**src/rtl/adcdac_2g_spi_master_if.sv**
```systemverilog
// Control-port bundle between the register side and the board SPI master.
// Ports: start/wr_data request a transfer, busy/done/rd_data report status,
//        user_spi_clk/ss/din/dout are the board SPI lines.
interface adcdac_2g_spi_master_if #(
  parameter int WORD_BITS = 24
);
  logic                 start;
  logic [WORD_BITS-1:0] wr_data;
  logic                 busy;
  logic                 done;
  logic [WORD_BITS-1:0] rd_data;
  logic                 user_spi_clk;
  logic                 user_spi_ss;
  logic                 user_spi_din;
  logic                 user_spi_dout;

  // Requester / board side: issues words and drives MISO.
  modport master (
    output start, wr_data, user_spi_dout,
    input  busy, done, rd_data, user_spi_clk, user_spi_ss, user_spi_din
  );

  // The SPI master block itself.
  modport slave (
    input  start, wr_data, user_spi_dout,
    output busy, done, rd_data, user_spi_clk, user_spi_ss, user_spi_din
  );
endinterface

```
**src/rtl/adcdac_2g_spi_master.sv**
```systemverilog
// Purpose: SPI mode-0 master for the ADC/DAC 2G board control port, MSB first, SS active low.
// Latency: busy for (2*WORD_BITS+3)*CLK_DIV cycles after an accepted start, then a 1-cycle done.
// Backpressure: start is accepted only while busy=0 (including the done cycle); no queueing.
// Ports: fpga_clk, rst (sync, active high), bus (slave modport: start/wr_data in,
//        busy/done/rd_data out, user_spi_clk/ss/din out, user_spi_dout in).
// Option: define ADCDAC_SPI_READBACK_EN to capture user_spi_dout into rd_data;
//         otherwise rd_data is tied to 0 and user_spi_dout is ignored.
module adcdac_2g_spi_master #(
  parameter int CLK_DIV   = 8,
  parameter int WORD_BITS = 24
) (
  input  logic                          fpga_clk,
  input  logic                          rst,
  adcdac_2g_spi_master_if.slave         bus
);

  localparam int DW = $clog2(CLK_DIV + 1);
  localparam int BW = $clog2(WORD_BITS + 1);
  localparam logic [DW-1:0] DIV_LOAD = DW'(CLK_DIV - 1);
  localparam logic [BW-1:0] BIT_LOAD = BW'(WORD_BITS);

  typedef enum logic [2:0] {IDLE, SETUP, SHIFT, HOLD, GAP} state_t;

  state_t               state, state_nxt;
  logic [DW-1:0]        div_cnt;
  logic [BW-1:0]        bit_cnt;
  logic [WORD_BITS-1:0] tx_sr;

  logic busy_q, done_q, sclk_q, ss_q, din_q;
  logic busy_nxt, done_nxt, sclk_nxt, ss_nxt, din_nxt;

  logic phase_end;
  logic accept;
  logic sclk_fall;

  assign phase_end = (div_cnt == '0);
  assign accept    = (state == IDLE) && bus.start;
  // Falling SCLK inside SHIFT: end of a bit's high phase.
  assign sclk_fall = (state == SHIFT) && phase_end && sclk_q;

  // State register
  always_ff @(posedge fpga_clk) begin
    if (rst) state <= IDLE;
    else     state <= state_nxt;
  end

  // Next-state logic
  always_comb begin
    state_nxt = state;
    case (state)
      IDLE:    if (bus.start) state_nxt = SETUP;
      SETUP:   if (phase_end) state_nxt = SHIFT;
      // Leave SHIFT only at the end of a low phase with no bits left.
      SHIFT:   if (phase_end && !sclk_q && (bit_cnt == '0)) state_nxt = HOLD;
      HOLD:    if (phase_end) state_nxt = GAP;
      GAP:     if (phase_end) state_nxt = IDLE;
      default: state_nxt = IDLE;
    endcase
  end

  // Output logic: next values for the registered outputs, so the pins
  // never see a combinational path.
  always_comb begin
    busy_nxt = busy_q;
    done_nxt = 1'b0;
    sclk_nxt = sclk_q;
    ss_nxt   = ss_q;
    din_nxt  = din_q;
    case (state)
      IDLE: begin
        if (bus.start) begin
          busy_nxt = 1'b1;
          ss_nxt   = 1'b0;
          sclk_nxt = 1'b0;
          din_nxt  = bus.wr_data[WORD_BITS-1];
        end
      end
      SETUP: begin
        if (phase_end) sclk_nxt = 1'b1;
      end
      SHIFT: begin
        if (phase_end) begin
          if (sclk_q) begin
            sclk_nxt = 1'b0;
            // The last bit stays on din through HOLD.
            if (bit_cnt > BW'(1)) din_nxt = tx_sr[WORD_BITS-1];
          end else if (bit_cnt != '0) begin
            sclk_nxt = 1'b1;
          end
        end
      end
      HOLD: begin
        if (phase_end) begin
          ss_nxt  = 1'b1;
          din_nxt = 1'b0;
        end
      end
      GAP: begin
        if (phase_end) begin
          busy_nxt = 1'b0;
          done_nxt = 1'b1;
        end
      end
      default: ;
    endcase
  end

  // Output registers, divider, bit counter and transmit shifter
  always_ff @(posedge fpga_clk) begin
    if (rst) begin
      busy_q  <= 1'b0;
      done_q  <= 1'b0;
      sclk_q  <= 1'b0;
      ss_q    <= 1'b1;
      din_q   <= 1'b0;
      div_cnt <= '0;
      bit_cnt <= '0;
      tx_sr   <= '0;
    end else begin
      busy_q <= busy_nxt;
      done_q <= done_nxt;
      sclk_q <= sclk_nxt;
      ss_q   <= ss_nxt;
      din_q  <= din_nxt;

      if (accept || ((state != IDLE) && phase_end)) div_cnt <= DIV_LOAD;
      else if (state != IDLE)                       div_cnt <= div_cnt - DW'(1);

      if (accept)                               bit_cnt <= BIT_LOAD;
      else if (sclk_fall && (bit_cnt != '0))    bit_cnt <= bit_cnt - BW'(1);

      // MSB goes straight to din on accept; the shifter holds the rest.
      if (accept)                               tx_sr <= {bus.wr_data[WORD_BITS-2:0], 1'b0};
      else if (sclk_fall && (bit_cnt > BW'(1))) tx_sr <= {tx_sr[WORD_BITS-2:0], 1'b0};
    end
  end

`ifdef ADCDAC_SPI_READBACK_EN
  logic [WORD_BITS-1:0] rx_sr;
  logic [WORD_BITS-1:0] rd_q;

  // Sample MISO on the same edge that raises SCLK.
  always_ff @(posedge fpga_clk) begin
    if (rst) begin
      rx_sr <= '0;
      rd_q  <= '0;
    end else begin
      if (sclk_nxt && !sclk_q) rx_sr <= {rx_sr[WORD_BITS-2:0], bus.user_spi_dout};
      if (done_nxt)            rd_q  <= rx_sr;
    end
  end

  assign bus.rd_data = rd_q;
`else
  logic unused_dout;
  assign unused_dout = bus.user_spi_dout;
  assign bus.rd_data = '0;
`endif

  assign bus.busy         = busy_q;
  assign bus.done         = done_q;
  assign bus.user_spi_clk = sclk_q;
  assign bus.user_spi_ss  = ss_q;
  assign bus.user_spi_din = din_q;

endmodule
```
**src/flat_wrapper.sv**
```systemverilog
// flat-port wrapper written by rule: the top's interface ports become plain ports
module adcdac_2g_spi_master_flat 
#(
  parameter int CLK_DIV   = 8,
  parameter int WORD_BITS = 24
)
  (fpga_clk, rst, bus_start, bus_wr_data, bus_user_spi_dout, bus_busy, bus_done, bus_rd_data, bus_user_spi_clk, bus_user_spi_ss, bus_user_spi_din);
  adcdac_2g_spi_master_if #(.WORD_BITS(WORD_BITS)) bus_i ();
  input  logic fpga_clk;
  input  logic rst;
  input wire logic [$bits(bus_i.start)-1:0] bus_start;
  input wire logic [$bits(bus_i.wr_data)-1:0] bus_wr_data;
  input wire logic [$bits(bus_i.user_spi_dout)-1:0] bus_user_spi_dout;
  output wire logic [$bits(bus_i.busy)-1:0] bus_busy;
  output wire logic [$bits(bus_i.done)-1:0] bus_done;
  output wire logic [$bits(bus_i.rd_data)-1:0] bus_rd_data;
  output wire logic [$bits(bus_i.user_spi_clk)-1:0] bus_user_spi_clk;
  output wire logic [$bits(bus_i.user_spi_ss)-1:0] bus_user_spi_ss;
  output wire logic [$bits(bus_i.user_spi_din)-1:0] bus_user_spi_din;
  assign bus_i.start = bus_start;
  assign bus_i.wr_data = bus_wr_data;
  assign bus_i.user_spi_dout = bus_user_spi_dout;
  assign bus_busy = bus_i.busy;
  assign bus_done = bus_i.done;
  assign bus_rd_data = bus_i.rd_data;
  assign bus_user_spi_clk = bus_i.user_spi_clk;
  assign bus_user_spi_ss = bus_i.user_spi_ss;
  assign bus_user_spi_din = bus_i.user_spi_din;
  adcdac_2g_spi_master #(.CLK_DIV(CLK_DIV), .WORD_BITS(WORD_BITS)) u_core (.fpga_clk(fpga_clk), .rst(rst), .bus(bus_i));
endmodule
```
**config.mk**
```make
export PLATFORM = sky130hd
export DESIGN_NAME = adcdac_2g_spi_master_flat
export DESIGN_NICKNAME = d
export VERILOG_FILES = /design/src/rtl/adcdac_2g_spi_master_if.sv /design/src/rtl/adcdac_2g_spi_master.sv /design/src/flat_wrapper.sv
export SDC_FILE = /design/constraint.sdc
export NUM_CORES = 1
export LEC_CHECK = 0
export ABC_AREA = 1
export ABC_CLOCK_PERIOD_IN_PS = 1500
export CORE_ASPECT_RATIO = 0.75
export CORE_MARGIN = 2
export CORE_UTILIZATION = 45
export CTS_CLUSTER_SIZE = 30
export DETAILED_ROUTE_END_ITERATION = 10
export PLACE_DENSITY_LB_ADDON = 0.08
export SLEW_MARGIN = 25
export SYNTH_ARGS = -nofsm -noshare
export SYNTH_HDL_FRONTEND = slang
export SYNTH_SLANG_ARGS = --single-unit
```
**constraint.sdc**
```tcl
create_clock -name fpga_clk -period 1.5 [get_ports fpga_clk]
set_input_delay 0.225 -clock fpga_clk [delete_from_list [all_inputs] [get_ports fpga_clk]]
set_output_delay 0.225 -clock fpga_clk [all_outputs]
set_load 0.02 [all_outputs]
```
## Word level (Yosys, flattened, before mapping)

Cells that the tools add are included.

| operators by class | value |
|---|---|
| reductions and logical operators | 30 |
| muxes and demuxes | 28 |
| order comparisons | 1 |
| add/subtract/negate cells | 2 |
| bitwise operators | 1 |
| equality and inequality tests | 12 |

Operator list:

| cell | number |
|---|---|
| $mux W24 | 2 |
| $mux W3 | 7 |
| $pmux W3 S5 | 1 |
| $mux W1 | 12 |
| $mux W5 | 2 |
| $ne A2 B1 Y1 const B | 5 |
| $reduce_bool A2 Y1 | 5 |
| $reduce_bool A3 Y1 | 3 |
| $logic_and A1 B1 Y1 | 8 |
| $eq A3 B2 Y1 const B | 2 |
| $ne A2 B2 Y1 const B | 3 |
| $pmux W1 S3 | 2 |
| $reduce_and A3 Y1 | 2 |
| $reduce_and A6 Y1 | 1 |
| $reduce_or A2 Y1 | 3 |
| $gt A5 B1 Y1 const B | 1 |
| $logic_not A5 Y1 | 1 |
| $reduce_and A5 Y1 | 1 |
| $reduce_bool A5 Y1 | 1 |
| $sub A5 B1 Y5 const B | 1 |
| $logic_not A4 Y1 | 1 |
| $pmux W1 S2 | 2 |
| $reduce_and A4 Y1 | 1 |
| $sub A4 B1 Y4 const B | 1 |
| other kinds (6) | 6 |

| word-level totals | value |
|---|---|
| bits of input ports | 28 |
| logic and storage cells | 85 |
| bits in registers | 40 |
| output and inout bits | 29 |

## Logic depth before layout (Yosys ltp)

| depth | value |
|---|---|
| depth in word-level cells | 6 |
| depth in mapped cells | 10 |
| gate-level depth less buffers | 10 |

## Worst setup path after synthesis

No wires, ideal clock.

| path | value |
|---|---|
| kind | reg2reg |
| start | register u_core.div_cnt[0] |
| end | register u_core.tx_sr[10] |
| cell stages (with the launch flop) | 10 |
| data required time | 1.430 ns |
| data arrival time | 1.399 ns |
| slack | 0.031 ns |
| clock period less this slack | 1.469 ns |
| buffers on the path | 1 |
| library setup time | 0.070 ns |
| cells stage by stage | dfxtp_1 inv_1 ha_1 nand3_2 nor2_8 nand2_4 nand2_8 buf_12 nand2_2 a21oi_2 |

| between the ends | value |
|---|---|
| longest elaborated chain between the ends | 5 |

Ends and longest elaborated chain:

| what | line | source |
|---|---|---|
| start: declaration | adcdac_2g_spi_master.sv:25 | `logic [DW-1:0] div_cnt;` |
| start signal: assignment | adcdac_2g_spi_master.sv:127 | `else if (state != IDLE) div_cnt <= div_cnt - DW'(1);` |
| $logic_not A4 Y1 | adcdac_2g_spi_master.sv:36 | `assign phase_end = (div_cnt == '0);` |
| $logic_and A1 B1 Y1 (2 in series) | adcdac_2g_spi_master.sv:39 | `assign sclk_fall = (state == SHIFT) && phase_end && sclk_q;` |
| $logic_and A1 B1 Y1 | adcdac_2g_spi_master.sv:134 | `else if (sclk_fall && (bit_cnt > BW'(1))) tx_sr <= {tx_sr[WORD_BITS-2:0], 1'b0};` |
| $reduce_bool A2 Y1 (no line) | n/a |  |
| end signal: assignment | adcdac_2g_spi_master.sv:133 | `if (accept) tx_sr <= {bus.wr_data[WORD_BITS-2:0], 1'b0};` |
| end signal: assignment | adcdac_2g_spi_master.sv:134 |  |
| end: declaration | adcdac_2g_spi_master.sv:27 | `logic [WORD_BITS-1:0] tx_sr;` |

No other way between the ends.
A chain may end at the register's enable or synchronous reset.

## Final worst setup path

| path | value |
|---|---|
| start | register u_core.done_q, in the netlist u_core.bus.done |
| end | output port bus_done |

RTL lines:

| what | line | source |
|---|---|---|
| start: declaration | adcdac_2g_spi_master.sv:29 | `logic busy_q, done_q, sclk_q, ss_q, din_q;` |
| start signal: assignment | adcdac_2g_spi_master.sv:121 | `done_q <= done_nxt;` |
| end: declaration | flat_wrapper.sv:15 | `output wire logic [$bits(bus_i.done)-1:0] bus_done;` |

No word-level cell between the ends.

==> out/metrics.csv <==
metric;value;unit
leakage power of the design;1.51;nW
most common flop cell mapped by yosys;dfxtp_1;
launching element type of the critical path;flip-flop;
fin crit share;95.2;%
floorplan die area;0.00613;sq mm
Via-to-Cell Ratio;4.50;
proportion of register bits with asynchronous set or reset after synthesis;0;%
critical path class;reg -> out;
H-tree lvl count;2;
drt drc;0;
XOR/XNOR Fraction of Synth Area;0.706;%
number of enable-type register cells in the synthesized netlist;0;
total cell area at the placement stage;0.00295;sq mm
clock insertion delay at the later pin of the skew report;300;ps
proportion of layout cells with a drive suffix above 1;24.3;%
I/O pins;57;
launch point of the worst reg-to-reg path;u_core.state[0];
clock slew seen by the registers of the worst setup and hold paths;80;ps
Max Clk Rate;700;MHz
Port Buffers;31;
worst setup skew after layout;7.23;ps
dominant combinational cell family by area after synthesis;simple AND/OR/NAND/NOR gates;
cells along the critical path;clkdlybuf4s50_1;
antenna fix cells;0;
number of maximum-capacitance constraint violations;0;
number of global-route vias before repair;1957;
number of clock sinks seen by CTS;40;
Rows;23;
final hold violation count;0;
Layout fillers;530;
CTS Root Cell;clkbuf_8;
post-synth cell types;35;
adder-cell share of the synthesized area;2.02;%
sequential area share after synthesis;32.3;%
Die Y;68.3;um
Tmin final;1430;ps
cell types with the highest counts after synthesis;142 x nand2_1, 40 x dfxtp_1, 26 x buf_4, 21 x inv_1;
cell types with the largest area share after synthesis;dfxtp_1 32%, nand2_1 21%, buf_4 7.9%, a21oi_2 6.0%, nand3_1 3.8%;
startpoint of the most critical hold path;u_core.bus.busy;
via count;2222;
synthesized-area fraction occupied by and/or/nand/nor cells;37.2;%
largest net degree at the start of global routing;19;
TritonCTS Buffers;5;
post-synth top area cell;dfxtp_1;
final number of setup-violating endpoints;0;
initial antenna violation count;0;
average footprint of a synthesized cell;7.03;sq um
Crit path arrival time;1200;ps
post-synthesis mux area share;0;%
initial cell density of the core;46.6;%
first-pass iteration count of the detailed router;4;
first-pass GRT wire length;8560;um
number of warning messages in the yosys log;0;
final routed wirelength across all metal layers;5120;um
outcome;finished clean;
HPWL after DPL;3570;um
number of synthesized register bits;40;
launch point of the critical path;u_core.bus.done;
required time of the critical path;1270;ps
final core utilization;61.1;%
CP endpoint kind;primary output;
Total Power Consumption;0.00519;W
global-route usage over all layers;17.4;%
area of all placed cells without fillers;0.00325;sq mm
worst hold path class;reg -> reg;
placer congestion estimate;0.877;
sum of negative setup slack;0;ps
worst-case setup margin in the final layout;72.2;ps
slowest cell delay on critical path;590;ps
worst setup slack before clock tree synthesis;-202;ps
Nets;450;
grt ovf;0;
TritonCTS clock tree;built;
per-cell routed wire length;10.4;um
buffer depth of the longest clock path;2;
worst vdd ir;0.563;mV
Std-Cell Core Area;0.00532;sq mm
Die W;89.8;um
post-synthesis instance area;0.00248;sq mm
area added between synthesis and finish;31.0;%
most frequently used cell type in the post-synthesis netlist;nand2_1;
Iter 0 DRT Violations;84;
Crit path max-delay family;buffers and inverters;
synthesized instance count;353;
share of the synthesized area in the top cell type;32.3;%
Compound-Gate Fraction of Synth Area;11.8;%
Final Max Slew Viols;0;
Crit-path slowest cell;clkdlybuf4s50_1;
Critical path buffers and inverters;1;
P per Cell Area;1600;mW/mm^2
largest fanout on the critical path;1;
count of antenna-violating nets left after detailed routing;0;
==> path summary, 6_finish.rpt <==
path	to	slack, ps	cells past startpoint
max	bus_done	70	1
max reg2reg	u_core.bit_cnt[4]	80	9
min	u_core.bus.busy	460	2
min reg2reg	u_core.bus.busy	460	2
==> cell usage in the layout (no fill, tap or decap), types with 2 or more instances in the layout <==
| cell type | netlist | routed |
|---|---|---|
| o21ai_0 | 5 | 5 |
| ha_1 | 4 | 3 |
| xor2_1 | 2 | 2 |
| nand2_8 | 1 | 3 |
| clkdlybuf4s50_1 | 0 | 27 |
| dlymetal6s2s_1 | 0 | 3 |
| nor2_8 | 2 | 2 |
| nand3b_1 | 2 | 2 |
| nand3_4 | 1 | 2 |
| dfxtp_1 | 40 | 37 |
| conb_1 | 1 | 24 |
| nand4_1 | 2 | 2 |
| nor2_1 | 19 | 14 |
| nand2_2 | 11 | 10 |
| nor2_2 | 1 | 5 |
| nor2_4 | 1 | 2 |
| buf_4 | 26 | 30 |
| inv_2 | 1 | 5 |
| inv_1 | 21 | 17 |
| a21oi_2 | 17 | 17 |
| dfxtp_2 | 0 | 3 |
| clkbuf_8 | 0 | 5 |
| nand3_1 | 19 | 19 |
| a21oi_1 | 16 | 16 |
| nand2_4 | 2 | 4 |
| nand2_1 | 142 | 142 |
| buf_12 | 1 | 5 |
==> kinds of logic (layout without fill, tap and decap cells) <==
group                      after synthesis  after routing
AOI/OAI and AO/OA                       42             42
xor gates and xnor gates                 2              2
adders and majority gates                4              4
buffers and inverters                   60            100
DFF                                     40             40
other                                    1             24
and+or+nand+nor                        204            207
==> where the power goes <==
group / internal (W) / leakage (nW) / switching (W)
combinational: 0.00129 / 1.13 / 0.00157
sequential: 0.00127 / 0.328 / 0.000143
clock: 0.000493 / 0.0541 / 0.000418
==> flip-flops by register name, indices dropped and copies added, names as in the netlist <==
| signal | count |
|---|---|
| u_core.tx_sr | 23 |
| u_core.bus.user_spi_ss | 1 |
| u_core.bus.done | 1 |
| u_core.bus.busy | 1 |
| u_core.bus.user_spi_din | 1 |
| u_core.div_cnt | 4 |
| u_core.bit_cnt | 5 |
| u_core.state | 3 |
| u_core.bus.user_spi_clk | 1 |
==> per-layer routing <==
| metal | wire length, um | part of all wire, % | vias up | global-route usage [%] |
|---|---|---|---|---|
| met5 | 0 | 0 | - | 0 |
| met2 | 2300 | 45 | 45 | 30.0 |
| met1 | 2530 | 50 | 972 | 22.3 |
| li1 | - | - | 1198 | - |
| met3 | 229 | 4.5 | 7 | 3.41 |
| met4 | 55 | 1.1 | 0 | 5.77 |
==> area by class of cell <==
class	instances	area (sq um)	share of cell area, %
inverters	24	103	3.16
repair buffers	68	668	20.5
clock inverters	3	42.5	1.31
flip-flops and latches	40	805	24.7
clock buffers	5	68.8	2.12
multi-input cells	279	1470	45.2
well taps	75	93.8	2.89
==> repair_timing <==
action                     CTS  global route
pin swaps                    3             8
setup endpoints to repair    9            32
cloned                       1             2
gates resized for setup      6            23
hold buffers                 0             0
buffers inserted             0             5
==> worst min-delay path, stage by stage (launching register included) <==
cell	delay, ps
dfxtp_1	320
nand2_1	60
a21oi_1	50
==> per-stage QoR <==
step	instances	hold WS [ps]
6_report	494	457
5_1_grt	494	482
4_1_cts	487	464
3_5_place_dp	478	453
3_3_place_gp	478	448
2_1_floorplan	376	372
Power figures use the tool's default switching activity.
